### src/rtl/alu_muldiv.sv
// Iterative RV32M multiply/divide unit: shift-add multiply and restoring divide,
// one bit per cycle, with valid/ready handshakes on both sides and a flush abort.
module alu_muldiv #(
    parameter int XLEN = 32
) (
    input  logic            clk,
    input  logic            rst,
    input  logic            flush,
    input  logic            in_valid,
    output logic            in_ready,
    input  logic [XLEN-1:0] A,
    input  logic [XLEN-1:0] B,
    input  logic [2:0]      ctrl,
    output logic            out_valid,
    input  logic            out_ready,
    output logic [XLEN-1:0] res
);

    localparam int CW = (XLEN > 1) ? $clog2(XLEN) : 1;
    localparam int W2 = 2 * XLEN;

    typedef enum logic [1:0] {
        S_IDLE,
        S_CALC,
        S_DONE
    } state_t;

    state_t r_state;
    state_t w_state_nxt;

    logic [CW-1:0]   r_cnt;
    logic [2:0]      r_op;
    logic            r_neg_q;
    logic            r_neg_r;
    logic [W2-1:0]   r_mc;
    logic [XLEN-1:0] r_mp;
    logic [W2-1:0]   r_acc;
    logic [XLEN-1:0] r_rem;
    logic [XLEN-1:0] r_quo;
    logic [XLEN-1:0] r_div;
    logic [XLEN-1:0] r_res;

    function automatic logic [XLEN-1:0] cneg_x(input logic neg, input logic [XLEN-1:0] v);
        return neg ? (~v + XLEN'(1)) : v;
    endfunction

    function automatic logic [W2-1:0] cneg_w(input logic neg, input logic [W2-1:0] v);
        return neg ? (~v + W2'(1)) : v;
    endfunction

    // Operand decode at acceptance
    logic            w_is_div;
    logic            w_a_sgn;
    logic            w_b_sgn;
    logic [XLEN-1:0] w_a_mag;
    logic [XLEN-1:0] w_b_mag;
    logic            w_b_zero;
    logic            w_ovf;
    logic            w_special;
    logic [XLEN-1:0] w_spec_res;

    always_comb begin
        w_is_div = ctrl[2];
        // MULH/MULHSU treat A as signed; only MULH treats B as signed
        w_a_sgn  = A[XLEN-1] & (w_is_div ? ~ctrl[0] : (ctrl[1:0] == 2'b01 || ctrl[1:0] == 2'b10));
        w_b_sgn  = B[XLEN-1] & (w_is_div ? ~ctrl[0] : (ctrl[1:0] == 2'b01));
        w_a_mag  = cneg_x(w_a_sgn, A);
        w_b_mag  = cneg_x(w_b_sgn, B);
        w_b_zero = (B == '0);
        w_ovf    = w_is_div & ~ctrl[0] & (A == {1'b1, {(XLEN-1){1'b0}}}) & (B == '1);
        w_special = w_is_div & (w_b_zero | w_ovf);
        if (w_b_zero) begin
            w_spec_res = ctrl[1] ? A : '1;
        end else begin
            w_spec_res = ctrl[1] ? '0 : A;
        end
    end

    // One iteration of each algorithm; both run every CALC cycle, r_op picks the result
    logic [W2-1:0]   w_acc_nxt;
    logic [XLEN:0]   w_rem_sh;
    logic            w_rem_ge;
    logic [XLEN-1:0] w_rem_sub;
    logic [XLEN-1:0] w_rem_nxt;
    logic [XLEN-1:0] w_quo_nxt;
    logic [W2-1:0]   w_prod;
    logic [XLEN-1:0] w_final;

    always_comb begin
        w_acc_nxt = r_acc + (r_mp[0] ? r_mc : '0);
        w_rem_sh  = {r_rem, r_quo[XLEN-1]};
        w_rem_ge  = (w_rem_sh >= {1'b0, r_div});
        // When w_rem_ge holds the true difference is below 2^XLEN, so low bits suffice
        w_rem_sub = w_rem_sh[XLEN-1:0] - r_div;
        w_rem_nxt = w_rem_ge ? w_rem_sub : w_rem_sh[XLEN-1:0];
        w_quo_nxt = {r_quo[XLEN-2:0], w_rem_ge};
        w_prod    = cneg_w(r_neg_q, w_acc_nxt);
        case (r_op)
            3'b000:                 w_final = w_prod[XLEN-1:0];
            3'b001, 3'b010, 3'b011: w_final = w_prod[W2-1:XLEN];
            3'b100, 3'b101:         w_final = cneg_x(r_neg_q, w_quo_nxt);
            default:                w_final = cneg_x(r_neg_r, w_rem_nxt);
        endcase
    end

    always_comb begin
        w_state_nxt = r_state;
        if (flush) begin
            w_state_nxt = S_IDLE;
        end else begin
            case (r_state)
                S_IDLE: if (in_valid) w_state_nxt = w_special ? S_DONE : S_CALC;
                S_CALC: if (r_cnt == '0) w_state_nxt = S_DONE;
                S_DONE: if (out_ready) w_state_nxt = S_IDLE;
                default: w_state_nxt = S_IDLE;
            endcase
        end
    end

    always_ff @(posedge clk or posedge rst) begin
        if (rst) begin
            r_state <= S_IDLE;
        end else begin
            r_state <= w_state_nxt;
        end
    end

    always_ff @(posedge clk or posedge rst) begin
        if (rst) begin
            r_cnt   <= '0;
            r_op    <= '0;
            r_neg_q <= 1'b0;
            r_neg_r <= 1'b0;
            r_mc    <= '0;
            r_mp    <= '0;
            r_acc   <= '0;
            r_rem   <= '0;
            r_quo   <= '0;
            r_div   <= '0;
            r_res   <= '0;
        end else if (flush) begin
            r_cnt <= '0;
        end else begin
            case (r_state)
                S_IDLE: begin
                    if (in_valid) begin
                        r_op    <= ctrl;
                        r_neg_q <= w_a_sgn ^ w_b_sgn;
                        r_neg_r <= w_a_sgn;
                        r_mc    <= {{XLEN{1'b0}}, w_a_mag};
                        r_mp    <= w_b_mag;
                        r_acc   <= '0;
                        r_rem   <= '0;
                        r_quo   <= w_a_mag;
                        r_div   <= w_b_mag;
                        if (w_special) begin
                            r_res <= w_spec_res;
                            r_cnt <= '0;
                        end else begin
                            r_cnt <= CW'(XLEN - 1);
                        end
                    end
                end
                S_CALC: begin
                    r_acc <= w_acc_nxt;
                    r_mc  <= {r_mc[W2-2:0], 1'b0};
                    r_mp  <= {1'b0, r_mp[XLEN-1:1]};
                    r_rem <= w_rem_nxt;
                    r_quo <= w_quo_nxt;
                    if (r_cnt == '0) begin
                        r_res <= w_final;
                    end else begin
                        r_cnt <= r_cnt - CW'(1);
                    end
                end
                default: ;
            endcase
        end
    end

    assign in_ready  = (r_state == S_IDLE);
    assign out_valid = (r_state == S_DONE);
    assign res       = r_res;

endmodule
### config.mk
export PLATFORM = sky130hd
export DESIGN_NAME = alu_muldiv
export DESIGN_NICKNAME = d
export VERILOG_FILES = /design/src/rtl/alu_muldiv.sv
export SDC_FILE = /design/constraint.sdc
export NUM_CORES = 1
export LEC_CHECK = 0
export CAP_MARGIN = 20
export CORE_ASPECT_RATIO = 0.9
export CORE_MARGIN = 2
export CORE_UTILIZATION = 50
export DETAILED_ROUTE_END_ITERATION = 8
export GPL_ROUTABILITY_DRIVEN = 0
export HOLD_SLACK_MARGIN = 0.12
export PLACE_DENSITY = 0.68
export REMOVE_ABC_BUFFERS = 1
export SKIP_CTS_REPAIR_TIMING = 1
export SLEW_MARGIN = 20
export SYNTH_ARGS = -nofsm -noshare
export SYNTH_HDL_FRONTEND = slang
export SYNTH_SLANG_ARGS = --single-unit
export TNS_END_PERCENT = 5
### constraint.sdc
create_clock -name clk -period 15.7 [get_ports clk]
set_clock_uncertainty 0.1 [all_clocks]
set_input_delay 4.71 -clock clk [delete_from_list [all_inputs] [get_ports clk]]
set_output_delay 4.71 -clock clk [all_outputs]
set_load 0.02 [all_outputs]
==> results of run 1 <==
cells in the mapped netlist, drive strengths merged (16+ instances only):
cell,n
o41ai,31
nand3,69
nand4,65
xnor2,106
nand2b,21
and3,18
or4,29
buf,25
a31oi,31
o221ai,17
a211oi,30
and2,90
nand2,400
nor2b,19
and4,19
dfrtp,300
a22o,79
o21ai,346
clkbuf,187
inv,81
o21a,19
ha,104
a21o,31
nor4,38
a221o,65
or2,16
mux2i,38
o31ai,38
xor2,100
or3,41
o211ai,31
nor3,78
a21oi,241
nor2,234
a221oi,19
cell type report:
cell class	instances	area (um2)
fillers	4539	21700
multi-input cells	2617	16600
flip-flops and latches	300	7510
repair buffers	135	1280
clock buffers	47	1000
well taps	671	840
inverters	82	315
clock inverters	17	156
diodes	1	2.50
power by group through the flow:
| stage | Sequential, mW | Clock (mW) | Combinational, mW |
|---|---|---|---|
| floorplan | 1.30 | 0 | 2.35 |
| global placement | 1.33 | 0 | 3.29 |
| detailed placement | 1.34 | 0 | 3.36 |
| CTS | 1.33 | 0.861 | 3.38 |
| global route | 1.37 | 0.896 | 3.78 |
| finish | 1.35 | 0.853 | 3.49 |
path summary, 6_finish.rpt:
path,start,endpoint,slack [ns]
setup / recovery,B[20],res[20],6.41
hold / removal,r_cnt[1],r_cnt[1],0.38
setup reg to reg,r_mp[0],res[15],9.18
hold reg to reg,r_cnt[1],r_cnt[1],0.38
max in group asynchronous,rst,r_cnt[1],9.46
min in group asynchronous,rst,r_mc[5],4.59
registers in the layout, indices dropped and copies added, names as in the netlist:
| signal | cells |
|---|---|
| r_acc | 64 |
| r_mc | 64 |
| r_div | 32 |
| r_mp | 32 |
| r_quo | 32 |
| r_rem | 32 |
| res | 32 |
| r_cnt | 5 |
| r_op | 3 |
| r_state | 2 |
| r_neg_q | 1 |
| r_neg_r | 1 |
stage by stage:
stage / TNS, ns / area (um2) / std cells
after CTS: 0 / 27700 / 3869
after global routing: 0 / 27700 / 3870
final: 0 / 27700 / 3870
after detailed placement: 0 / 26500 / 3805
after global placement: 0 / 26500 / 3805
after floorplan: -142.45 / 24300 / 2999
cells by family (layout without fill, tap and decap cells):
logic type | Yosys count | count (layout)
fa+ha+maj | 109 | 109
xor+xnor | 206 | 206
other cells | 0 | 1
buf+inv | 294 | 281
flops | 300 | 300
simple gates | 1166 | 1166
compound gates | 1095 | 1095
mux | 41 | 41
metal layers:
metal | vias up | global-route usage [%] | share of wire, %
met3 | 251 | 7.48 | 11
met1 | 12531 | 47.3 | 42
li1 | 11844 | - | -
met2 | 1467 | 50.1 | 42
met4 | 2 | 14.5 | 4.8
met5 | - | 0 | 0.015
==> results.json, run 1 <==
{
  "critPathLaunchType": "primary input",
  "rsz0062_at_grt": "false",
  "path_class": "primary input to flip-flop",
  "coreArea_mm2": 0.0494,
  "viasPerCell": 6.74,
  "synth-async-reset-ratio_pct": 100,
  "io_pins": 106,
  "grt.overflow.total": 0,
  "cp.required_ns": 16.06,
  "post-route-util_pct": 56.1,
  "path_depth": 13,
  "outcome": "completed",
  "crit_family": "simple AND/OR/NAND/NOR gates",
  "mostFrequentLayoutCells": "nand2_1 (400), o21ai_0 (323), dfrtp_1 (299)",
  "netlist_instances": 3211,
  "synth_adder_area_share_pct": 5.45,
  "synth-compound-area-share_pct": 28.8,
  "synth_seq_area_share_pct": 29.9,
  "synth-simple-area-share_pct": 22.7,
  "cell_internal_pwr_mw": 2.74,
  "p_sw_mw": 2.94,
  "crit_chain": "clkdlybuf4s50_1 > or4_1 > nor4_1 > or4b_2 > nor4_4 > buf_4 > o21ai_1 > o31ai_4 > buf_4 > mux2i_1 > nor3_1 > a2bb2oi_1 > o31ai_1",
  "setup_slack_ns": 6.41,
  "rows": 77,
  "slew_violations": 0,
  "synth_edf_count": 0,
  "hp-class": "flip-flop to flip-flop",
  "syn_to_final_growth_pct": 10.2,
  "switching_share_pct": 51.7,
  "avgSynthCellArea_um2": 7.83,
  "setup_viol_count_final": 0,
  "yosys.area.top_type": "dfrtp_1",
  "port_buffers": 105,
  "ys_seq_elements": 300,
  "grt_max_degree": 105,
  "grt_pass1_vias": 24333,
  "critPathMaxStageDelay_ns": 0.70,
  "critPathSlowestCell": "or4b_2",
  "maxCapViolCount": 0,
  "cts_max_level": 2,
  "worst-path-buf-inv": 3,
  "clk_pin_slew_ns": 0.06,
  "netlist.area_leader.share_pct": 29.9,
  "whs_path_depth": 1,
  "fmax_mhz": 108,
  "fin_total_pwr_mw": 5.69,
  "tritoncts": "yes",
  "clockPowerShare_pct": 15.0,
  "combinationalPowerShare_pct": 61.3,
  "clockRootBuffer": "clkbuf_16",
  "slew_headroom_pct": 24.3,
  "drive_gt1_share_pct": 4.32,
  "antenna_found_initial": 2,
  "die_area_mm2": 0.0521,
  "ys_types": 84,
  "finalHoldViolations": 0,
  "drt-total-wl_mm": 88.9,
  "timing.critical_path.arrival_ns": 9.64,
  "p_leak_nw": 11.4,
  "synth_area_mm2": 0.0251,
  "period_share_pct": 59.2,
  "yosys_warnings": 0,
  "routedWlPerCell_um": 23.0,
  "synth_xor_xnor_area_share_pct": 7.18,
  "grt_usage_pct": 33.8,
  "die_y_um": 217,
  "post-place-ws_ns": 5.90,
  "min_period_ns": 9.29,
  "worstMarginPinSlew_ns": 1.13,
  "dp_hpwl_mm": 66.0,
  "synth_area_leaders": "dfrtp_1 (30%), o21ai_0 (6.5%), nand2_1 (6.0%)",
  "dieWidth_um": 240,
  "cts_buffer_depth": 3,
  "cp-end-kind": "flip-flop",
  "synth_top_family_by_area": "compound AO/OA/AOI/OAI gates",
  "worst-path-max-fanout": 62,
  "grt_pass1_wl_mm": 139,
  "cp_common_cell": "buf_4",
  "nets": 3351,
  "numCtsBuffers": 37,
  "synthMuxAreaShare_pct": 1.65,
  "first_iter_violations": 3270,
  "dr_total_vias": 26095,
  "final_common_cell": "nand2_1",
  "whs_ns": 0.379,
  "clock_sinks": 300,
  "r2r_cells": 15,
  "drc": 0,
  "dr.pass1.iters": 7,
  "vdd_drop_max_uv": 119,
  "clk_latency_ns": 0.58,
  "ant_nets": 0,
  "initial_core_util_pct": 50.9,
  "seq_power_share_pct": 23.7,
  "p_per_area_mw_per_mm2": 205,
  "ys.flop_type": "dfrtp_1"
}
Power figures use the tool's default switching activity.
==> run 2: changes to the inputs <==
--- a/config.mk
+++ b/config.mk
@@ -12,7 +12,7 @@
 export DETAILED_ROUTE_END_ITERATION = 8
 export GPL_ROUTABILITY_DRIVEN = 0
 export HOLD_SLACK_MARGIN = 0.12
-export PLACE_DENSITY = 0.68
+export PLACE_DENSITY = 0.7
 export REMOVE_ABC_BUFFERS = 1
 export SKIP_CTS_REPAIR_TIMING = 1
 export SLEW_MARGIN = 20
==> constraint.sdc (replaced) <==
create_clock -name clk -period 7.57 [get_ports clk]
set_clock_uncertainty 0.1 [all_clocks]
set_input_delay 2.271 -clock clk [delete_from_list [all_inputs] [get_ports clk]]
set_output_delay 2.271 -clock clk [all_outputs]
set_load 0.02 [all_outputs]
==> results.json, run 2 (synthesized netlist as in run 1, its figures left out) <==
{
  "setup_viol_count_final": 0,
  "clockRootBuffer": "clkbuf_16",
  "antenna_found_initial": 1,
  "port_buffers": 105,
  "tns_ns": 0,
  "cts_max_level": 2,
  "clk_pin_slew_ns": 0.06,
  "viasPerCell": 6.73,
  "grt_pass1_vias": 24259,
  "worst-path-max-fanout": 37,
  "hp-class": "flip-flop to flip-flop",
  "grt_pass1_wl_mm": 137,
  "die_y_um": 217,
  "worstMarginPinSlew_ns": 1.06,
  "outcome": "completed",
  "nFillCells": 4558,
  "timing.critical_path.arrival_ns": 6.79,
  "dr.pass1.iters": 6,
  "min_period_ns": 6.46,
  "final_common_cell": "nand2_1",
  "drt-total-wl_mm": 88.3,
  "dr_total_vias": 26147,
  "first_iter_violations": 3730,
  "syn_to_final_growth_pct": 10.6,
  "dr_wl_met2_mm": 38.3,
  "coreArea_mm2": 0.0494,
  "path_class": "primary input to flip-flop",
  "top_layer": "met4",
  "dp_hpwl_mm": 65.4,
  "p_per_area_mw_per_mm2": 426,
  "die_area_mm2": 0.0521,
  "critPathLaunchType": "primary input",
  "numCtsBuffers": 37,
  "routedWlPerCell_um": 22.7,
  "reg.largest.list": "r_acc (64), r_mc (64)",
  "grt_usage_pct": 33.3,
  "dieWidth_um": 240,
  "fin_area_mm2": 0.0278,
  "cts_buffer_depth": 3,
  "place_inst": 3817,
  "vdd_drop_max_uv": 251,
  "clk_latency_ns": 0.58,
  "clock_sinks": 300,
  "mostFrequentLayoutCells": "nand2_1 (400), o21ai_0 (324), dfrtp_1 (299)",
  "fin_cells": 3884,
  "wl_met3_mm": 9.30,
  "ant_nets": 0,
  "fmax_mhz": 155,
  "period_share_pct": 85.3,
  "layout.area.seq_mm2": 0.00751,
  "p_leak_nw": 11.5,
  "rsz0062_at_grt": "false",
  "slew_headroom_pct": 29.6,
  "cp.required_ns": 7.91,
  "multi_input_area_mm2": 0.0166,
  "initial_core_util_pct": 50.9,
  "setup_slack_ns": 1.11,
  "rows": 77,
  "grt_max_degree": 182,
  "grt.overflow.total": 0,
  "placed_area_mm2": 0.0266,
  "drive_gt1_share_pct": 4.73,
  "slew_violations": 0,
  "maxCapViolCount": 0,
  "fin_total_pwr_mw": 11.8,
  "finalHoldViolations": 0,
  "post-place-ws_ns": 0.658,
  "post-route-util_pct": 56.3,
  "nets": 3364,
  "whs_ns": 0.378,
  "cp-end-kind": "flip-flop",
  "drc": 0,
  "tritoncts": "yes",
  "io_pins": 106,
  "wl_met1_mm": 36.3
}
-- run 2: cell count changes in the layout (fill, tap and decap cells not counted), sizes merged --
cell | previous run | this run
buf | 30 | 43
bufinv | 2 | 1
clkbuf | 47 | 46
clkinv | 9 | 13
clkinvlp | 4 | 2
diode | 1 | 2
-- run 2: final timing paths --
path | from | to | slack (ns) | cells past startpoint
min in group asynchronous | rst | r_acc[2] | 2.12 | 2
hold / removal | r_div[15] | r_div[15] | 0.38 | 2
max in group asynchronous | rst | r_mp[26] | 3.87 | 3
setup reg to reg | r_mp[0] | res[15] | 1.20 | 15
setup / recovery | A[8] | res[20] | 1.11 | 14
hold reg to reg | r_div[15] | r_div[15] | 0.38 | 2
-- run 2: routing by layer --
layer	global-route usage [%]	up-vias
met2	50.7	1486
met1	45.7	12499
met3	6.23	260
met4	15.6	0
li1	-	11902
met5	0	-
-- run 2: cell type report --
class | instances | share of cell area, %
diodes | 2 | 0.0180
clock buffers | 46 | 3.67
clock inverters | 18 | 0.486
inverters | 82 | 1.13
multi-input cells | 2617 | 59.7
flip-flops and latches | 300 | 27.0
well taps | 671 | 3.02
repair buffers | 148 | 5.02
-- run 2: where the power goes --
group | switching [mW] | total (mW) | internal, mW
clock | 0.756 | 1.75 | 0.992
sequential | 0.607 | 2.77 | 2.16
combinational | 4.76 | 7.33 | 2.57
total | 6.12 | 11.8 | 5.72
-- run 2: critical path: stages --
cell	delay [ns]
clkdlybuf4s50_1	0.53
or4_1	0.64
nor4_1	0.31
nand2b_1	0.13
or3_1	0.44
or3_1	0.53
nor4_1	0.34
o21ai_1	0.19
o31ai_4	0.42
buf_12	0.26
mux2i_1	0.33
nor3_1	0.10
a2bb2oi_1	0.17
o31ai_1	0.10
